<file path="config.mk">
export PLATFORM = sky130hd
export DESIGN_NAME = cpack_length_controller
export DESIGN_NICKNAME = d
export VERILOG_FILES = /design/src/rtl/cpack_length_controller.sv
export SDC_FILE = /design/constraint.sdc
export NUM_CORES = 1
export LEC_CHECK = 0
export ABC_AREA = 1
export CAP_MARGIN = 20
export CORE_MARGIN = 2
export CORE_UTILIZATION = 58
export CTS_CLUSTER_DIAMETER = 30
export DETAILED_ROUTE_END_ITERATION = 10
export DONT_BUFFER_PORTS = 1
export GPL_TIMING_DRIVEN = 0
export MAX_ROUTING_LAYER = met4
export PLACE_DENSITY = 0.76
export SYNTH_ARGS = -nofsm -noshare
export SYNTH_HDL_FRONTEND = slang
export SYNTH_SLANG_ARGS = --single-unit
</file>
<file path="constraint.sdc">
create_clock -name i_clk -period 4.65 [get_ports i_clk]
set_input_delay 1.395 -clock i_clk [delete_from_list [all_inputs] [get_ports i_clk]]
set_output_delay 1.395 -clock i_clk [all_outputs]
set_load 0.02 [all_outputs]
</file>
<file path="src/rtl/cpack_length_controller.sv">
// C-Pack length controller: per-pair code lengths, accumulator fill tracking and packer strobes per 64-byte line.
// Latency: lengths/store strobes 1 cycle after accept; push/fill in FLUSH cycle, output_flag in DONE cycle.
// Backpressure: o_ready drops for the FLUSH and DONE cycles only. Optional CPACK_STATS_EN adds line counters.
module cpack_length_controller #(
    parameter int CACHE_LINE     = 64,
    parameter int WORDS_PER_LINE = 16,
    parameter int TOTAL_WIDTH    = 136,
    parameter int STORE_CHUNK    = 64,
    parameter int TOTAL_LENGTH   = 7,
    parameter int WORD2_LENGTH   = 6,
    parameter int OUT_SHIFT_BIT  = 7,
    parameter int SIZE_WIDTH     = 10
) (
    input  logic                     i_clk,
    input  logic                     i_reset,
    input  logic                     i_valid,
    input  logic                     i_first,
    input  logic [2:0]               i_code1,
    input  logic [2:0]               i_code2,
    output logic                     o_ready,
    output logic [WORD2_LENGTH-1:0]  o_word2_length,
    output logic [TOTAL_LENGTH-1:0]  o_total_length,
    output logic [OUT_SHIFT_BIT-1:0] o_out_shift,
    output logic                     o_store_flag,
    output logic                     o_push_flag,
    output logic                     o_fill_flag,
    output logic                     o_output_flag,
    output logic                     o_stop_flag,
`ifdef CPACK_STATS_EN
    output logic [15:0]              o_lines_done,
    output logic [15:0]              o_lines_stopped,
`endif
    output logic [SIZE_WIDTH-1:0]    o_comp_size
);

    localparam int PAIRS = WORDS_PER_LINE / 2;
    localparam int CNT_W = $clog2(PAIRS + 1);
    localparam int PW    = $clog2(TOTAL_WIDTH);

    localparam logic [1:0] S_IDLE  = 2'd0;
    localparam logic [1:0] S_ACCUM = 2'd1;
    localparam logic [1:0] S_FLUSH = 2'd2;
    localparam logic [1:0] S_DONE  = 2'd3;

    localparam logic [PW:0]           P_MAX       = (PW+1)'(TOTAL_WIDTH - 1);
    localparam logic [PW-1:0]         CHUNK       = PW'(STORE_CHUNK);
    localparam logic [SIZE_WIDTH:0]   SIZE_MAX    = (SIZE_WIDTH+1)'((1 << SIZE_WIDTH) - 1);
    localparam logic [SIZE_WIDTH-1:0] UNCOMP_BITS = SIZE_WIDTH'(CACHE_LINE * 8);
    localparam logic [SIZE_WIDTH-1:0] FILL_MASK   = SIZE_WIDTH'(STORE_CHUNK * 2 - 1);
    localparam logic [CNT_W-1:0]      LAST_CNT    = CNT_W'(PAIRS);

    function automatic logic [5:0] code_len(input logic [2:0] code);
        case (code)
            3'd0:    code_len = 6'd2;
            3'd2:    code_len = 6'd6;
            3'd3:    code_len = 6'd24;
            3'd4:    code_len = 6'd12;
            3'd5:    code_len = 6'd16;
            default: code_len = 6'd34;  // xxxx and the reserved codes carry a raw word
        endcase
    endfunction

    logic [1:0]              state;
    logic [PW-1:0]           pend;
    logic [CNT_W-1:0]        pair_cnt;

    logic                    accept, restart;
    logic [WORD2_LENGTH-1:0] len1, len2;
    logic [TOTAL_LENGTH-1:0] sum;
    logic [PW-1:0]           base_pend, pnew, pend_next, shift_full;
    logic [PW:0]             pnew_raw;
    logic [SIZE_WIDTH-1:0]   base_size, size_new;
    logic [SIZE_WIDTH:0]     size_raw;
    logic                    base_stop, stop_new, do_store, last_pair;
    logic [CNT_W-1:0]        cnt_new;

    assign o_ready = (state == S_IDLE) || (state == S_ACCUM);

    always_comb begin
        accept     = i_valid && (((state == S_IDLE) && i_first) || (state == S_ACCUM));
        restart    = i_first;
        base_pend  = restart ? '0 : pend;
        base_size  = restart ? '0 : o_comp_size;
        base_stop  = restart ? 1'b0 : o_stop_flag;
        cnt_new    = (restart ? '0 : pair_cnt) + 1'b1;
        last_pair  = (cnt_new == LAST_CNT);
        len1       = WORD2_LENGTH'(code_len(i_code1));
        len2       = WORD2_LENGTH'(code_len(i_code2));
        sum        = TOTAL_LENGTH'(len1) + TOTAL_LENGTH'(len2);
        pnew_raw   = (PW+1)'(base_pend) + (PW+1)'(sum);
        pnew       = (pnew_raw > P_MAX) ? P_MAX[PW-1:0] : pnew_raw[PW-1:0];
        size_raw   = (SIZE_WIDTH+1)'(base_size) + (SIZE_WIDTH+1)'(sum);
        size_new   = (size_raw > SIZE_MAX) ? SIZE_MAX[SIZE_WIDTH-1:0] : size_raw[SIZE_WIDTH-1:0];
        stop_new   = base_stop || (size_new > UNCOMP_BITS);
        do_store   = (pnew >= CHUNK);
        // Fill level keeps tracking after stop so the size stays meaningful.
        pend_next  = do_store ? (pnew - CHUNK) : pnew;
        shift_full = PW'(TOTAL_WIDTH) - pnew;
    end

    always_ff @(posedge i_clk) begin
        if (i_reset) begin
            state           <= S_IDLE;
            pend            <= '0;
            pair_cnt        <= '0;
            o_word2_length  <= '0;
            o_total_length  <= '0;
            o_out_shift     <= '0;
            o_store_flag    <= 1'b0;
            o_push_flag     <= 1'b0;
            o_fill_flag     <= 1'b0;
            o_output_flag   <= 1'b0;
            o_stop_flag     <= 1'b0;
            o_comp_size     <= '0;
`ifdef CPACK_STATS_EN
            o_lines_done    <= '0;
            o_lines_stopped <= '0;
`endif
        end else begin
            o_store_flag  <= 1'b0;
            o_push_flag   <= 1'b0;
            o_fill_flag   <= 1'b0;
            o_output_flag <= 1'b0;
            o_out_shift   <= '0;
            case (state)
                S_IDLE, S_ACCUM: begin
                    if (accept) begin
                        o_word2_length <= len1;
                        o_total_length <= sum;
                        pend           <= pend_next;
                        o_comp_size    <= size_new;
                        o_stop_flag    <= stop_new;
                        pair_cnt       <= cnt_new;
                        o_store_flag   <= do_store && !stop_new;
                        if (do_store && !stop_new)
                            o_out_shift <= shift_full[OUT_SHIFT_BIT-1:0];
                        if (last_pair) begin
                            // Push/fill land in the FLUSH cycle alongside the last pair's strobes.
                            state       <= S_FLUSH;
                            o_push_flag <= (pend_next != '0) && !stop_new;
                            o_fill_flag <= ((size_new & FILL_MASK) != '0) && !stop_new;
                        end else begin
                            state <= S_ACCUM;
                        end
                    end
                end
                S_FLUSH: begin
                    state         <= S_DONE;
                    o_output_flag <= 1'b1;
`ifdef CPACK_STATS_EN
                    o_lines_done  <= o_lines_done + 16'd1;
                    if (o_stop_flag)
                        o_lines_stopped <= o_lines_stopped + 16'd1;
`endif
                end
                default: state <= S_IDLE;
            endcase
        end
    end

endmodule
</file>
## Yosys cells after proc, flatten, opt, wreduce, memory -nomap -nowiden

Cells that the tools add are included.

| storage, ports and cells | value |
|---|---|
| flip-flop bits (word level) | 49 |
| latch bits | 0 |
| memory bits (writable) | 0 |
| bits in read-only memories | 0 |
| input bits | 10 |
| output and inout port bits | 36 |
| logic and storage cells | 70 |
| memories | 0 |

| cells by class | value |
|---|---|
| add/subtract/negate cells | 6 |
| multiply operators | 0 |
| divide/modulo/power cells | 0 |
| order comparisons | 4 |
| eq/ne operators | 12 |
| shifts and indexed selects | 0 |
| multiplexer cells | 13 |
| bitwise logic cells | 4 |
| reduce and logical (&&, ||, !) cells | 19 |

Operators with widths:

| operator | count |
|---|---|
| $pmux 6 s5 | 2 |
| $mux 8 | 3 |
| $mux 10 | 2 |
| $eq 3x2->1 const B | 4 |
| $eq 3x3->1 const B | 4 |
| $add 10x7->11 | 1 |
| $gt 11x10->1 const B | 1 |
| $gt 10x10->1 const B | 1 |
| $reduce_bool 10->1 | 1 |
| $add 8x7->9 | 1 |
| $gt 9x8->1 const B | 1 |
| $ge 8x7->1 const B | 1 |
| $reduce_bool 8->1 | 1 |
| $reduce_or 4->1 | 2 |
| $sub 8x7->8 const B | 1 |
| $add 6x6->7 | 1 |
| $sub 4x7->7 const A | 1 |
| $logic_not 3->1 | 2 |
| $logic_and 1x1->1 | 5 |
| $add 4x1->4 const B | 1 |
| $eq 4x4->1 const B | 1 |
| $mux 2 | 2 |
| $mux 4 | 1 |
| $not 1->1 | 4 |
| 11 further kinds | 14 |

## Depth between registers and ports, before layout

| logic depth | value |
|---|---|
| depth in word-level cells | 12 |
| depth in mapped cells | 34 |
| depth with buffers taken out | 34 |

## Worst setup path before layout

OpenSTA, ideal clock, no wires.

| path | value |
|---|---|
| kind | in2reg |
| start point | input i_code1[2] |
| end point | register pend[7] |
| data arrival time | 4.703 ns |
| data required time | 4.537 ns |
| slack | -0.167 ns |
| stages | 31 |
| path buffers | 0 |
| path through | inv_1 > nor2_1 > nor2_1 > inv_1 > nand2_1 > ha_1 > inv_1 > fa_1 > xnor2_1 > ha_1 > a21oi_1 > nand2_1 > nand2_1 > nand2_1 > nand2_1 > nand2_2 > a21oi_1 > nand3_2 > nand3_4 > nand2_1 > inv_1 > ha_1 > nand2_1 > inv_1 > nand2_1 > nor2_2 > nand3_2 > nand3b_1 > nand2_1 > o21ai_1 > inv_1 |

| on the way | value |
|---|---|
| longest elaborated chain between the ends | 8 |
| elaborated cells between the ends (all ways) | 13 |
| those cells by class | add/sub: 3; order compare: 2; eq/ne: 4; mux: 3; reduce/logical: 1 |

RTL lines:

| what | RTL line | text |
|---|---|---|
| start: declaration | 18 | `input logic [2:0] i_code1,` |
| $eq 3x3->1, or another cell as far along | 53 | `case (code)` |
| $pmux 6 s5 * | 53 |  |
| via len1[1] | 68 | `logic [WORD2_LENGTH-1:0] len1, len2;` |
| $add 6x6->7 * | 89 | `sum = TOTAL_LENGTH'(len1) + TOTAL_LENGTH'(len2);` |
| via sum[3] | 69 | `logic [TOTAL_LENGTH-1:0] sum;` |
| $add 8x7->9 * | 90 | `pnew_raw = (PW+1)'(base_pend) + (PW+1)'(sum);` |
| $gt 9x8->1 | 91 | `pnew = (pnew_raw > P_MAX) ? P_MAX[PW-1:0] : pnew_raw[PW-1:0];` |
| $mux 8 * | 91 |  |
| $sub 8x7->8 or $ge 8x7->1 (tied branches) | 97, 95 |  |
| $mux 8 * | 97 | `pend_next = do_store ? (pnew - CHUNK) : pnew;` |
| end signal: assignment | 130 | `pend <= pend_next;` |
| end: declaration | 64 | `logic [PW-1:0] pend;` |

Mark *: on every way through the listed nets, which the timed path passes. The rest lies on a longest branch.
A chain may end at the register's enable or synchronous reset.

## Worst setup path after layout

| path | value |
|---|---|
| start point | input i_code1[1] |
| end point | register o_push_flag |

| on the way | value |
|---|---|
| longest elaborated chain between the ends | 10 |
| elaborated cells between the ends (all ways) | 21 |
| those cells by class | add/sub: 4; order compare: 4; eq/ne: 4; mux: 4; reduce/logical: 5 |

RTL lines:

| what | RTL line | text |
|---|---|---|
| $eq 3x3->1, or another cell as far along | 53 |  |
| $pmux 6 s5 * | 53 |  |
| via len1[3] | 68 |  |
| $add 6x6->7 * | 89 |  |
| via sum[6] | 69 |  |
| $add 8x7->9 or $add 10x7->11 (tied branches) | 90, 92 |  |
| $gt 9x8->1 or $gt 11x10->1 (tied branches) | 91, 93 |  |
| $mux 8 or $mux 10 (tied branches) | 91, 93 |  |
| $sub 8x7->8, or another cell as far along | 97 |  |
| $mux 8 or $logic_or 1x1->1 (tied branches) | 97, 94 |  |
| $reduce_bool 8->1 or $logic_not 1->1 (tied branches) | 140 | `o_push_flag <= (pend_next != '0) && !stop_new;` |
| $logic_and 1x1->1 * | 140 |  |
| end signal: assignment | 140 |  |
| end: declaration | 25 | `output logic o_push_flag,` |

Marked as above.

==> impl_summary.log <==
[metrics] final-stage net count: 506
[metrics] clock tree sinks: 47
[metrics] Filler cells: approximately 380
[metrics] clock root cell: sky130_fd_sc_hd__clkbuf_8
[metrics] total area of sequential cells: ~940 um^2
[metrics] clock tree skew after final layout: 0.00670 ns
[metrics] total vias in the final route: 3063
[metrics] maximum vdd drop: between 0.15 and 0.2 mV
[metrics] number of I/O port buffers: 0
[metrics] part of the Yosys area used for sequential elements: 0.309
[metrics] residual overflow from global routing: 0
[metrics] number of inserted diodes: 0
[metrics] I/O pins: 46
[metrics] switching power total: around 540 uW
[metrics] number of buffers inserted by hold repair at cts: 0
[metrics] unrepaired setup endpoints after global routing: true
[metrics] global-route usage over all layers: 0.260
[metrics] number of warnings reported in the yosys synthesis log: 0
[metrics] critical path capture point type: register
[metrics] Crit Path Category: primary input to register
[metrics] share of async-settable or async-resettable flops after synthesis: 0
[metrics] Internal Pwr Total: roughly 840 uW
[metrics] clock tree from TritonCTS: yes
[metrics] Setup crit start kind: primary input
[metrics] leakage component of the power: 1.81 nW
[metrics] violated checks: setup timing
[metrics] final worst path period share: 1.04
[metrics] Pre-Repair DR Iteration Count: 5
[metrics] total detailed-routing wirelength: about 8600 um
[metrics] estimated wirelength of the detail-placed design: between 5000 and 6000 um
[metrics] final RePlAce weighted congestion: between 0.9 and 1
[metrics] synthesized instance count: 439
[metrics] Chip Width: about 76 um
[metrics] Power Density: around 360 nW/um^2
[metrics] growth of design area from synthesis to finish: 25.9%
[metrics] Worst slew margin: 0.616
[metrics] Mapped Area: slightly above 3000 um^2
[metrics] Avg Cell Area, Syn: between 6 and 7 um^2
[metrics] slew of the pin with the lowest slew margin: about 0.58 ns
[metrics] die extent in y: between 70 and 80 um
[metrics] Routed wire per std cell: 15.8 um
[metrics] routed vias/inst: roughly 5.6
[metrics] DRC violations left: 0
[metrics] commonest non-fill, non-tap cells in the layout: 68 x sky130_fd_sc_hd__inv_1, 62 x sky130_fd_sc_hd__nand2_1, 47 x sky130_fd_sc_hd__dfxtp_1
[metrics] Starting Density: 0.600
[metrics] minimum period implied by the final worst setup slack: 4.83 ns
[metrics] final-report hold violation count: 0
[metrics] final cell utilization of the core: 0.756
[metrics] Post-synth EDFFs: 0
[metrics] row cnt: 26
[metrics] maximum buffer depth of the clock tree: 2
[metrics] sequential fraction of design power: 0.345
[metrics] final setup margin: -0.176 ns
[metrics] share of total power in the clock network: 0.231
[metrics] Fmax: roughly 210 MHz
[metrics] highest net fanout along the worst path: 5
[metrics] leading cell type in the layout, fill and taps excluded: sky130_fd_sc_hd__inv_1
[metrics] CP required: about 4.9 ns
[metrics] clock-pin slew reported for the worst setup and hold paths after clock tree synthesis: roughly 0.090 ns
[metrics] area after detailed placement: 3250 um^2
[metrics] hold_ws: ~0.46 ns
[metrics] switching power as a share of total power: 0.392
[metrics] post-route cell area: 3830 um^2
[metrics] largest net degree at the start of global routing: 15
[metrics] result of the run: finished, violations left
[metrics] Synth Flop Type: sky130_fd_sc_hd__dfxtp_1
[metrics] relative contribution of combinational cells to total power: 0.424
[metrics] Synth cell types: 40
[metrics] post-route ant nets: 0
[metrics] area of combinational cells with multiple inputs: roughly 2100 um^2
[metrics] worst hold-check path type: register to register
[metrics] number of DRC violations after detailed-routing iteration 0: 225
[metrics] count of non-filler cells in the finished layout: approximately 540
[metrics] fraction of final layout cells sized beyond drive strength 1: 0.292
[metrics] number of buffers created by CTS: 5
[metrics] Placed Cells: between 500 and 600
[metrics] number of slew-limit violations in the final report: 0
[metrics] Worst Path Arrival: approximately 5.1 ns
[metrics] deepest level of the CTS H-tree: 2
[metrics] number of antenna violations at the first check in global routing: 0
[metrics] via count of the first global-routing pass: 2641
[metrics] area of the core: just over 5000 um^2
[metrics] number of synthesized register bits: between 40 and 50
[metrics] max-cap violations: 0
[metrics] first-pass GRT wire length: about 12000 um
[metrics] final setup fails: 10
[metrics] Die Area: around 5800 um^2
[metrics] clock insertion delay at the later pin of the skew report: 0.30 ns
## Yosys cell counts (5+ instances only)
master	instances	area, um^2
sky130_fd_sc_hd__a21oi_1	26	130
sky130_fd_sc_hd__xor2_1	7	61.3
sky130_fd_sc_hd__xnor2_1	6	52.6
sky130_fd_sc_hd__o211ai_1	5	37.5
sky130_fd_sc_hd__ha_1	21	263
sky130_fd_sc_hd__nor2_1	53	199
sky130_fd_sc_hd__nor2_2	9	56.3
sky130_fd_sc_hd__nand2_1	79	297
sky130_fd_sc_hd__inv_1	80	300
sky130_fd_sc_hd__dfxtp_1	47	941
sky130_fd_sc_hd__clkbuf_1	11	41.3
sky130_fd_sc_hd__o21ai_0	21	105
sky130_fd_sc_hd__nand3_1	20	100
## flip-flops by register name (all words and copies together) (netlist names), 2 cells and up
signal and cells:
o_word2_length 5, pair_cnt 4, state 2, o_comp_size 10, o_out_shift 7, pend 8, o_total_length 6
## final timing paths
path / start / cells after the start / endpoint / slack (ns)
max: i_code1[1] / 27 / o_push_flag / -0.18
min: pair_cnt[1] / 2 / pair_cnt[1] / 0.46
max reg2reg: pend[1] / 25 / o_push_flag / 1.33
min reg2reg: pair_cnt[1] / 2 / pair_cnt[1] / 0.46
## area by class of cell
cell class,count,area share
Sequential cell,47,0.245
Tap cell,70,0.0228
Buffer,14,0.0166
Multi-Input combinational cell,294,0.544
Inverter,85,0.0917
Timing Repair Buffer,25,0.0489
Clock buffer,6,0.0215
Clock inverter,2,0.00914
## critical path, stage by stage
cell                       delay [ns]
sky130_fd_sc_hd__nor2_4          0.13
sky130_fd_sc_hd__nor2_2          0.07
sky130_fd_sc_hd__nor2_2          0.18
sky130_fd_sc_hd__ha_4            0.26
sky130_fd_sc_hd__nand2_2         0.10
sky130_fd_sc_hd__nor2_2          0.05
sky130_fd_sc_hd__a211oi_2        0.25
sky130_fd_sc_hd__buf_4           0.17
sky130_fd_sc_hd__o21bai_2        0.14
sky130_fd_sc_hd__ha_1            0.48
sky130_fd_sc_hd__inv_1           0.14
sky130_fd_sc_hd__nor2_1          0.17
sky130_fd_sc_hd__nand3_2         0.17
sky130_fd_sc_hd__nand3_4         0.17
sky130_fd_sc_hd__nand2_2         0.07
sky130_fd_sc_hd__inv_4           0.07
sky130_fd_sc_hd__ha_4            0.13
sky130_fd_sc_hd__nand2_4         0.05
sky130_fd_sc_hd__inv_2           0.05
sky130_fd_sc_hd__nand2_2         0.04
sky130_fd_sc_hd__nor2_2          0.12
sky130_fd_sc_hd__nand3_2         0.14
sky130_fd_sc_hd__nand2_4         0.15
sky130_fd_sc_hd__nand2_1         0.09
sky130_fd_sc_hd__nand2_2         0.09
sky130_fd_sc_hd__nor2_2          0.04
sky130_fd_sc_hd__nor2_1          0.11
## through the flow
| step | total power [mW] | setup slack (ns) | TNS, ns |
|---|---|---|---|
| after floorplan | 0.823 | -0.0328 | -0.0692 |
| after global placement | 0.894 | -0.610 | -5.94 |
| after detailed placement | 0.903 | -0.707 | -7.09 |
| after CTS | 1.25 | 0.0432 | 0 |
| after global routing | 1.45 | -0.369 | -2.72 |
| final | 1.38 | -0.176 | -0.559 |
## power groups by stage
stage	Clock [mW]	Combinational (mW)	Sequential, mW
global placement	0	0.409	0.485
detailed placement	0	0.417	0.486
CTS	0.316	0.459	0.477
floorplan	0	0.343	0.480
finish	0.318	0.585	0.477
global route	0.330	0.636	0.480
## cells by family after synthesis
logic type               count (synthesis)  synth area share
AND/OR/NAND/NOR                        182             0.275
buffers and inverters                   99             0.126
other                                    1           0.00123
multiplexers                             1           0.00370
flip-flops                              47             0.309
AO/OA/AOI/OAI                           71             0.137
XOR/XNOR                                14            0.0427
adder cells (fa/ha/maj)                 24             0.106
## per-layer routing
| metal | share of wire | global-route usage | routed length, um | vias up |
|---|---|---|---|---|
| met2 | 0.49 | 0.450 | 4170 | 155 |
| met4 | 0.046 | 0.0764 | 391 | 0 |
| met5 | 0 | - | 0 | - |
| li1 | - | - | - | 1447 |
| met1 | 0.39 | 0.310 | 3380 | 1420 |
| met3 | 0.073 | 0.0474 | 626 | 41 |
## repair_timing
| item | 4_1_cts | 5_1_grt |
|---|---|---|
| setup endpoints to repair | 11 | 12 |
| setup buffers | 10 | 15 |
| pin swaps | 9 | 47 |
| gates resized for setup | 13 | 58 |
Power figures use the tool's default switching activity.
